$ cat config.mk
export PLATFORM = sky130hd
export DESIGN_NAME = gcounter_param
export DESIGN_NICKNAME = d
export VERILOG_FILES = /design/src/rtl/gcounter_param.sv
export SDC_FILE = /design/constraint.sdc
export NUM_CORES = 1
export LEC_CHECK = 0
export BUFFER_PORTS_ARGS = -buffer_cell sky130_fd_sc_hd__clkbuf_2
export CORE_UTILIZATION = 36
export CTS_CLUSTER_DIAMETER = 150
export DETAILED_ROUTE_END_ITERATION = 10
export SYNTH_ARGS = -nofsm -noshare
export SYNTH_HDL_FRONTEND = slang
export SYNTH_SLANG_ARGS = --single-unit
$ cat constraint.sdc
create_clock -name clk -period 3.5 [get_ports clk]
set_clock_uncertainty 0.05 [all_clocks]
set_input_delay 0 -clock clk [delete_from_list [all_inputs] [get_ports clk]]
set_output_delay 0 -clock clk [all_outputs]
set_load 0.05 [all_outputs]
$ cat src/rtl/gcounter_param.sv
// Parametrised Gray/binary up-down counter with load, wrap-or-saturate policy
// and a registered limit-event pulse. All outputs come straight from flops.
module gcounter_param #(
    parameter int unsigned WIDTH = 32,
    parameter bit          GRAY  = 1'b1,
    parameter bit          WRAP  = 1'b1
) (
    input  logic             clk,
    input  logic             reset,
    input  logic             en,
    input  logic             up,
    input  logic             load,
    input  logic [WIDTH-1:0] load_val,
    output logic [WIDTH-1:0] q,
    output logic [WIDTH-1:0] bin,
    output logic             ovf
);

    localparam logic [WIDTH-1:0] MAX_VAL = '1;
    localparam logic [WIDTH-1:0] MIN_VAL = '0;

    // Output encoding of a binary value: reflected Gray or pass-through.
    function automatic logic [WIDTH-1:0] code(input logic [WIDTH-1:0] x);
        if (GRAY) begin
            return x ^ (x >> 1);
        end
        return x;
    endfunction

    logic [WIDTH-1:0] bin_nxt;
    logic             ovf_nxt;
    logic             at_max;
    logic             at_min;
    logic             past_limit;

    assign at_max     = (bin == MAX_VAL);
    assign at_min     = (bin == MIN_VAL);
    assign past_limit = up ? at_max : at_min;

    // Next binary value and limit-event flag; priority is load, then en.
    always_comb begin
        bin_nxt = bin;
        ovf_nxt = 1'b0;
        if (load) begin
            bin_nxt = load_val;
        end else if (en) begin
            if (past_limit) begin
                ovf_nxt = 1'b1;
                if (WRAP) begin
                    bin_nxt = up ? MIN_VAL : MAX_VAL;
                end
            end else begin
                bin_nxt = up ? (bin + WIDTH'(1)) : (bin - WIDTH'(1));
            end
        end
    end

    // q and bin share one state update so they never disagree.
    always_ff @(posedge clk) begin
        if (reset) begin
            bin <= '0;
            q   <= '0;
            ovf <= 1'b0;
        end else begin
            bin <= bin_nxt;
            q   <= code(bin_nxt);
            ovf <= ovf_nxt;
        end
    end

endmodule

Word-level counts from Yosys, hierarchy flattened
Index checks and enable logic that the tools add are counted.
{"block": "totals", "input_bits": 37, "elab_cells": 19, "reg_bits": 65, "output_inout_bits": 65}
{"block": "classes", "addsub": 2, "reduce_logical": 2, "bitwise_logic": 2, "eq_ne": 1, "mux": 9}
{"operator": "2-to-1 mux 32 bit", "count": 6}
{"operator": "adder 32 x 1 -> 32 bit, second input constant", "count": 1}
{"operator": "== test 32 bit, second input constant", "count": 1}
{"operator": "zero test 32 bit", "count": 1}
{"operator": "subtractor 32 x 1 -> 32 bit, second input constant", "count": 1}
{"operator": "XOR 32 x 31 -> 32 bit", "count": 1}
{"operator": "2-to-1 mux 1 bit", "count": 3}
{"operator": "OR reduction 3 bit", "count": 1}
{"operator": "inverter 1 bit", "count": 1}

Depth between registers and ports, before layout
Gate-level depths: netlist (run 1).
{"block": "logic_depth", "ltp_word": 7, "mapped_depth": 13}

Worst setup path after synthesis (run 1)
OpenSTA, ideal clock, no wires.
{"block": "synth_timing", "kind": "register to register", "start": "register bin[0]", "end": "register q[25]", "synth_period_minus_slack_ns": 3.153, "path_buffers": 0, "path_slack_ns": 0.347, "required_ns": 3.322, "arrival_time_ns": 2.976, "path_stages_with_launch": 13, "path_cell_list": "dfxtp_1 inv_1 fa_1 nand2b_1 a21oi_1 o21ai_0 o2111ai_1 nand2_1 xnor2_1 a311o_1 a22o_1 xnor2_1 nor2_1"}
{"block": "synth_via", "elab_chain_len": 7}
{"item": "start, declared", "line_no": "15", "rtl": "output logic [WIDTH-1:0] bin,"}
{"item": "start signal, assigned", "line_no": "65", "rtl": "bin <= bin_nxt;"}
{"item": "subtractor 32 x 1 -> 32 bit (tied with other cells)", "line_no": "53", "rtl": "bin_nxt = up ? (bin + WIDTH'(1)) : (bin - WIDTH'(1));"}
{"item": "2-to-1 mux 32 bit / 2-to-1 mux 1 bit (equally long branches)", "line_no": "53, 38"}
{"item": "2-to-1 mux 32 bit *", "line_no": "47", "rtl": "if (past_limit) begin"}
{"item": "2-to-1 mux 32 bit *", "line_no": "46", "rtl": "end else if (en) begin"}
{"item": "2-to-1 mux 32 bit *", "line_no": "44", "rtl": "if (load) begin"}
{"item": "XOR 32 x 31 -> 32 bit", "line_no": "25", "rtl": "return x ^ (x >> 1);"}
{"item": "2-to-1 mux 32 bit *", "line_no": "27", "rtl": "return x;"}
{"item": "end signal, assigned", "line_no": "66", "rtl": "q <= code(bin_nxt);"}
{"item": "end, declared", "line_no": "14", "rtl": "output logic [WIDTH-1:0] q,"}
Mark *: on every way between the ends. The rest lies on a longest branch, timed or not.
A chain may end at the register's enable or synchronous reset.

Worst setup path after layout (run 1)
{"block": "layout_timing", "start": "register bin[17]", "end": "register q[28]"}
The elaborated chain is that of the path after synthesis.

==> key figures, run 1 <==
Route
  – Drt drc: 0
  – Iteration-0 DRC Markers: 268
  – Vias/cell: 5.49
  – DRT Pass-1 Iters: 5
  – WL per Instance: approximately 18 microns
  – Total Routed Length: roughly 15000 microns
  – DRT antenna net count: 0
  – Via count: just under 5000

STA
  – Final Hold Viols: 0
  – Fin crit share: between 90 and 100%
  – Worst Tran Pin Value: 0.767 ns
  – Final Max Tran Viols: 0
  – Setup TNS: 0 ns
  – Final number of setup-violating endpoints: 0
  – Final critical-path required period: ~3.2 ns
  – Unrepaired setup endpoints after global routing: no
  – Slew headroom: 48.8%
  – Final WS setup: ~0.28 ns
  – Fmax achieved: 311 MHz

Worst hold path
  – Hold endpoint: q[31]$_SDFF_PP0_
  – WHS Path Cells: 5
  – Hold Crit Start: load_val[31]
  – Hold/Removal Path Class: input pin to flip-flop

Setup path
  – RR Endpoint: q[28]$_SDFF_PP0_
  – Worst setup EP type: flip-flop
  – CP required: roughly 3.7 ns
  – Worst setup SP type: flip-flop
  – Max Fanout on Critical Path: 6
  – Kind of critical path: flip-flop to flip-flop
  – Worst R2R Path Depth: 11
  – Reg-to-reg critical path startpoint: bin[17]$_SDFF_PP0_
  – Reg2Reg Setup Slack: about 0.28 ns
  – Worst path arrival time: 3.38 ns

Synth
  – EDFF count, synth: 0
  – Register bit total from synthesis: 64
  – Yosys top cell by area: dfxtp_1
  – Syn_area_per_cell: slightly below 8 sq um
  – Synthesized instance count: 584
  – Sequential area share after synthesis: 28.4%
  – Synth cell types: 60
  – Syn Std Cell Area: approximately 4500 sq um
  – Synth area leaders: dfxtp_1, ha_1, a21oi_1
  – Ys async rst share: 0%
  – Yosys warnings: 0
  – Syn Nets: 652
  – Primary FF master, synth: dfxtp_1
  – Synth top area share: 28.4%

Placed design
  – Port Buffers: slightly above 100
  – Placed insts: 850
  – DP Worst Slack: approximately 0.10 ns
  – Dpl hpwl: 12000 microns
  – Placed Area: between 5000 and 6000 sq um
  – Routability cong.: approximately 0.93

Layout
  – Area Growth Syn to Fin: 27.1%
  – Share of layout cells above drive strength 1: 22.7%
  – Inserted Diodes: 0
  – Final core utilization: a little under half
  – Post-route insts no fill: between 800 and 900
  – Finished Cell Area: 5740 sq um
  – Nets: around 770

Job
  – Max Cap Violations: 0

Run status
  – Status: complete, no violations

Power and ir drop
  – Cell area power density: between 500 and 600 nW/um^2
  – Lkg Pwr: about 2.6 nW
  – Largest vdd supply drop: between 200 and 300 uV

GRT
  – GRT Overall Usage: 24.2%
  – Pin count of the biggest net entering global routing: 39
  – Vias in the first global route: 4564
  – Initial antenna violation count: 0
  – First-pass GRT wire length: ~24000 microns
  – Gr ovfl total: 0

Floorplan
  – Die width: approximately 110 microns
  – Die H: between 100 and 150 microns
  – Initial Util: a little under two fifths
  – IO Count: roughly 100
  – Core area: between 10000 and 15000 sq um
  – Rows: 40
  – Die Footprint: 13000 sq um

CTS
  – CTS tree: yes
  – Setup Fix Bufs, Post-CTS: 0
  – Clk root buf: clkbuf_16
  – H-Tree Depth: 3
  – Clock Path Buffers: 2
  – Hold Buf Count CTS: 10
  – Post-CTS Resized: 0
  – Num CTS Buffers: 9
  – Sink Count: 64
  – Worst-Skew Late Latency: between 0.3 and 0.4 ns
  – Reg clk slew, reported paths: 0.05 ns
## worst max-delay path by stage
stage          slack [ns]               start          endpoint  cells past startpoint
6_report             0.28  bin[17]$_SDFF_PP0_  q[28]$_SDFF_PP0_                     11
5_1_grt              0.03   bin[0]$_SDFF_PP0_  q[28]$_SDFF_PP0_                     12
4_1_cts              0.30  bin[19]$_SDFF_PP0_  q[28]$_SDFF_PP0_                     11
3_5_place_dp         0.10                  up  q[28]$_SDFF_PP0_                     13
3_3_place_gp         0.15                  up  q[27]$_SDFF_PP0_                     13
2_1_floorplan        0.35   bin[0]$_SDFF_PP0_  q[25]$_SDFF_PP0_                     12
## registers in the layout, indices dropped and copies added, names as in the netlist
| register | cells |
|---|---|
| q | 32 |
| bin | 31 |
| ovf | 1 |
## through the flow
step / hold slack, ns / total power, mW
after floorplan: 0.110 / 1.76
after global placement: 0.246 / 2.07
after detailed placement: 0.255 / 2.08
after CTS: 0.00274 / 3.05
after global routing: 0.0170 / 3.18
final: 0.0127 / 3.04
## logic make-up (layout without fill, tap and decap cells)
group | after synthesis | after routing | synth area share, %
and+or+nand+nor | 212 | 212 | 22.8
AOI/OAI and AO/OA | 176 | 176 | 24.7
DFF | 64 | 64 | 28.4
xor gates and xnor gates | 56 | 56 | 10.9
buffers and inverters | 43 | 167 | 4.02
adders and majority gates | 31 | 31 | 8.76
muxes | 2 | 2 | 0.471
## worst max-delay path, stage by stage, from the launching register on
cell and delay (ns):
dfxtp_1 0.48, ha_1 0.37, a21oi_1 0.20, o211ai_1 0.16, a2111oi_2 0.41, o2111ai_1 0.30
a41oi_2 0.27, xor2_1 0.16, nand2_1 0.11, a221oi_4 0.36, xor2_1 0.17, nor2_1 0.05
## cell usage in the layout, fill, tap and decap left out, drive strengths merged, types with 3 or more instances in the layout
master | Yosys | final
xnor2 | 27 | 27
a21oi | 78 | 78
inv | 12 | 12
dlygate4sd3 | 0 | 10
nor2 | 71 | 71
o211ai | 10 | 10
a31oi | 4 | 4
a211oi | 5 | 5
o21a | 4 | 4
o22ai | 3 | 3
o21ai | 36 | 36
buf | 9 | 28
ha | 30 | 30
nor3 | 7 | 7
nand4 | 16 | 16
clkinv | 0 | 5
nor4 | 11 | 11
nand2 | 49 | 49
xor2 | 29 | 29
nor2b | 19 | 19
nand3b | 3 | 3
nand3 | 10 | 10
a21o | 11 | 11
dfxtp | 64 | 64
or3 | 3 | 3
a221oi | 4 | 4
nand2b | 5 | 5
clkbuf | 22 | 110
and3 | 12 | 12
o21bai | 3 | 3
## power by group
group | internal, mW | switching [mW]
Combinational | 0.390 | 0.802
Sequential | 0.818 | 0.0686
Clock | 0.623 | 0.337
Total | 1.83 | 1.21
## synthesized netlist by cell type (all sizes together), types with 4 or more instances
master / number
nor2b: 19
and3: 12
o21ai: 36
nand3: 10
o21a: 4
a31oi: 4
nor3: 7
nand2: 49
buf: 9
a221oi: 4
xnor2: 27
clkbuf: 22
ha: 30
nand4: 16
a21oi: 78
nor2: 71
inv: 12
dfxtp: 64
o211ai: 10
xor2: 29
a211oi: 5
nand2b: 5
a21o: 11
nor4: 11
## area by class of cell
| cell class | instances | area, sq um |
|---|---|---|
| Tap cell | 168 | 210 |
| Multi-Input combinational cell | 477 | 3050 |
| Inverter | 12 | 45.0 |
| Fill cell | 1246 | 6370 |
| Sequential cell | 64 | 1280 |
| Clock buffer | 9 | 225 |
| Timing Repair Buffer | 139 | 828 |
| Clock inverter | 7 | 96.3 |
## routing by layer
layer  track usage, %  wire length, microns
met2             43.3                  7610
met4             6.41                   216
met5                0                     0
met3             4.36                   932
met1             29.7                  6650
Power figures use the tool's default switching activity.
==> inputs of run 2 (changes only) <==
--- a/config.mk
+++ b/config.mk
@@ -9,6 +9,7 @@
 export CORE_UTILIZATION = 36
 export CTS_CLUSTER_DIAMETER = 150
 export DETAILED_ROUTE_END_ITERATION = 10
+export SETUP_SLACK_MARGIN = 0.4
 export SYNTH_ARGS = -nofsm -noshare
 export SYNTH_HDL_FRONTEND = slang
 export SYNTH_SLANG_ARGS = --single-unit
==> key figures, run 2 (synthesized netlist as in run 1, its figures left out) <==
Layout
  – Max reg flops: 32 (unchanged)
  – Largest regs: q (32), bin (31), ovf (1) (unchanged)
  – Share of layout cells above drive strength 1: 25.4% (was 22.7%)
  – Post-route insts no fill: 873 (was 876)
  – Multi-input gate area: 3150 sq um (was 3050 sq um)
  – Fillers: 1255 (was 1246)
  – Storage cell area: 1290 sq um (was 1280 sq um)
  – Commonest non-fill, non-tap cell in the layout: clkbuf_2 (unchanged)
  – Most frequent cells in the layout: clkbuf_2, nor2_1, a21oi_1, dfxtp_1, nand2_1 (was clkbuf_2, a21oi_1, nor2_1, dfxtp_1, nand2_1)
  – Final core utilization: 47.8% (was 47.4%)
  – Area Growth Syn to Fin: 28.3% (was 27.1%)
  – Most flop-heavy register: q (unchanged)
  – Finished Cell Area: 5790 sq um (was 5740 sq um)
  – Nets: 769 (was 771)
  – Inserted Diodes: 0 (unchanged)

Power and ir drop
  – Internal power: 1.73 mW (was 1.83 mW)
  – Clock power share: 28.0% (was 31.6%)
  – Total Power: 2.92 mW (was 3.04 mW)
  – Sw Ratio: 40.6% (was 39.7%)
  – Power share of the sequential group: 30.6% (was 29.2%)
  – Psw: 1.19 mW (was 1.21 mW)
  – Comb pwr share: 41.4% (was 39.2%)
  – Cell area power density: 504 nW/um^2 (was 530 nW/um^2)
  – Largest vdd supply drop: 348 uV (was 269 uV)
  – Lkg Pwr: 2.61 nW (was 2.63 nW)

Route
  – Via count: 4674 (was 4808)
  – Drt drc: 0 (unchanged)
  – Vias/cell: 5.35 (was 5.49)
  – DRT antenna net count: 0 (unchanged)
  – Total Routed Length: 15300 microns (was 15400 microns)
  – DRT Pass-1 Iters: 4 (was 5)
  – WL per Instance: 17.6 microns (about the same)
  – Iteration-0 DRC Markers: 272 (was 268)

STA
  – Final critical-path required period: 2.96 ns (was 3.22 ns)
  – Final WS setup: 0.545 ns (was 0.283 ns)
  – Slew headroom: 57.3% (was 48.8%)
  – Setup TNS: 0 ns (unchanged)
  – Unrepaired setup endpoints after global routing: no (unchanged)
  – Fin crit share: 84.4% (was 91.9%)
  – Fmax achieved: 338 MHz (was 311 MHz)
  – Final number of setup-violating endpoints: 0 (unchanged)
  – Worst Tran Pin Value: 0.634 ns (was 0.767 ns)
  – Final Hold Viols: 0 (unchanged)
  – Hold Worst Slack: 0.0148 ns (was 0.0127 ns)
  – Final Max Tran Viols: 0 (unchanged)

GRT
  – Vias in the first global route: 4548 (was 4564)
  – GRT Overall Usage: 24.2% (about the same)
  – Gr ovfl total: 0 (unchanged)
  – Initial antenna violation count: 0 (unchanged)
  – First-pass GRT wire length: 23900 microns (was 24100 microns)
  – Pin count of the biggest net entering global routing: 43 (was 39)

Placed design
  – Placed insts: 846 (was 850)
  – DP Worst Slack: 0.302 ns (was 0.105 ns)
  – Placed Area: 5290 sq um (was 5320 sq um)
  – Port Buffers: 101 (unchanged)
  – Routability cong.: 0.906 (was 0.931)
  – Dpl hpwl: 11900 microns (was 12000 microns)

Floorplan
  – IO Count: 102 (unchanged)
  – Initial Util: 37.3% (unchanged)
  – Rows: 40 (unchanged)
  – Core area: 12100 sq um (unchanged)
  – Die width: 114 microns (unchanged)
  – Die Footprint: 13000 sq um (unchanged)
  – Die H: 114 microns (unchanged)

Setup path
  – Max Fanout on Critical Path: 6 (unchanged)
  – Reg-to-reg critical path startpoint: bin[19]$_SDFF_PP0_ (was bin[17]$_SDFF_PP0_)
  – RR Endpoint: q[28]$_SDFF_PP0_ (unchanged)
  – Worst R2R Path Depth: 11 (unchanged)
  – Worst setup EP type: flip-flop (unchanged)
  – CP required: 3.66 ns (about the same)
  – Critical path endpoint: q[28]$_SDFF_PP0_ (unchanged)
  – Critical Path Source: bin[19]$_SDFF_PP0_ (was bin[17]$_SDFF_PP0_)
  – Kind of critical path: flip-flop to flip-flop (unchanged)
  – Worst path arrival time: 3.12 ns (was 3.38 ns)
  – Reg2Reg Setup Slack: 0.54 ns (was 0.28 ns)
  – Worst setup SP type: flip-flop (unchanged)

CTS
  – Setup Fix Bufs, Post-CTS: 0 (unchanged)
  – CTS tree: yes (unchanged)
  – Worst-Skew Late Latency: 0.34 ns (about the same)
  – Clk root buf: clkbuf_16 (unchanged)
  – Sink Count: 64 (unchanged)
  – Clock Path Buffers: 2 (unchanged)
  – Num CTS Buffers: 9 (unchanged)
  – Reg clk slew, reported paths: 0.05 ns (about the same)
  – H-Tree Depth: 3 (unchanged)

Job
  – Max Cap Violations: 0 (unchanged)

Run status
  – Status: complete, no violations (unchanged)

Worst hold path
  – Hold/Removal Path Class: input pin to flip-flop (unchanged)
  – Hold Crit Start: load_val[5] (was load_val[31])
[run 2: cell types whose count changed in the layout (fill, tap and decap cells not counted), moves of 4 or more]
cell / before / now
dfxtp_1: 64 / 59
a21oi_2: 5 / 9
ha_1: 30 / 25
a21oi_1: 73 / 69
buf_4: 27 / 23
dfxtp_2: 0 / 4
[run 2: how the worst min path moves through the flow]
| stage | cells after the start | end | slack, ns |
|---|---|---|---|
| 2_1_floorplan | 2 | bin[28]$_SDFF_PP0_ | 0.11 |
| 4_1_cts | 3 | bin[14]$_SDFF_PP0_ | 0.003 |
| 3_3_place_gp | 3 | bin[10]$_SDFF_PP0_ | 0.26 |
| 5_1_grt | 3 | bin[14]$_SDFF_PP0_ | 0.03 |
| 6_report | 3 | bin[5]$_SDFF_PP0_ | 0.01 |
| 3_5_place_dp | 3 | bin[27]$_SDFF_PP0_ | 0.25 |
[run 2: final cells by class]
type	count	share of cell area [%]
Clock inverter	4	0.346
Inverter	12	0.778
Tap cell	168	3.63
Timing Repair Buffer	137	14.1
Multi-Input combinational cell	477	54.5
Clock buffer	11	4.36
Sequential cell	64	22.3
[run 2: repair_timing]
action / CTS / global route
hold endpoints to repair: 12 / 1
gates resized for setup: 1 / 29
pin swaps: 0 / 8
hold buffers: 11 / 1
setup endpoints to repair: 4 / 25
[run 2: metal layers]
layer  up-vias  wire length [microns]  GRT usage (%)
met4         0                    418           10.7
met5         -                      0              0
li1       2323                      -              -
met3        27                    967           6.16
met2       170                   7400           40.6
met1      2154                   6550           29.2
[run 2: critical path: stages (launching register included)]
cell and delay [ns]:
dfxtp_2 0.35, ha_1 0.37, a21oi_2 0.20, o211ai_1 0.18, a2111oi_2 0.38, o2111ai_2 0.25
a41oi_2 0.25, xor2_1 0.16, nand2_1 0.11, a221oi_4 0.31, xor2_1 0.17, nor2_1 0.05
[run 2: power groups by stage]
| stage | clock network (mW) | logic (mW) | registers (mW) |
|---|---|---|---|
| final | 0.818 | 1.21 | 0.891 |
| after global placement | 0 | 1.17 | 0.902 |
| after CTS | 0.842 | 1.19 | 0.890 |
| after floorplan | 0 | 0.571 | 1.19 |
| after detailed placement | 0 | 1.17 | 0.904 |
| after global routing | 0.868 | 1.30 | 0.900 |
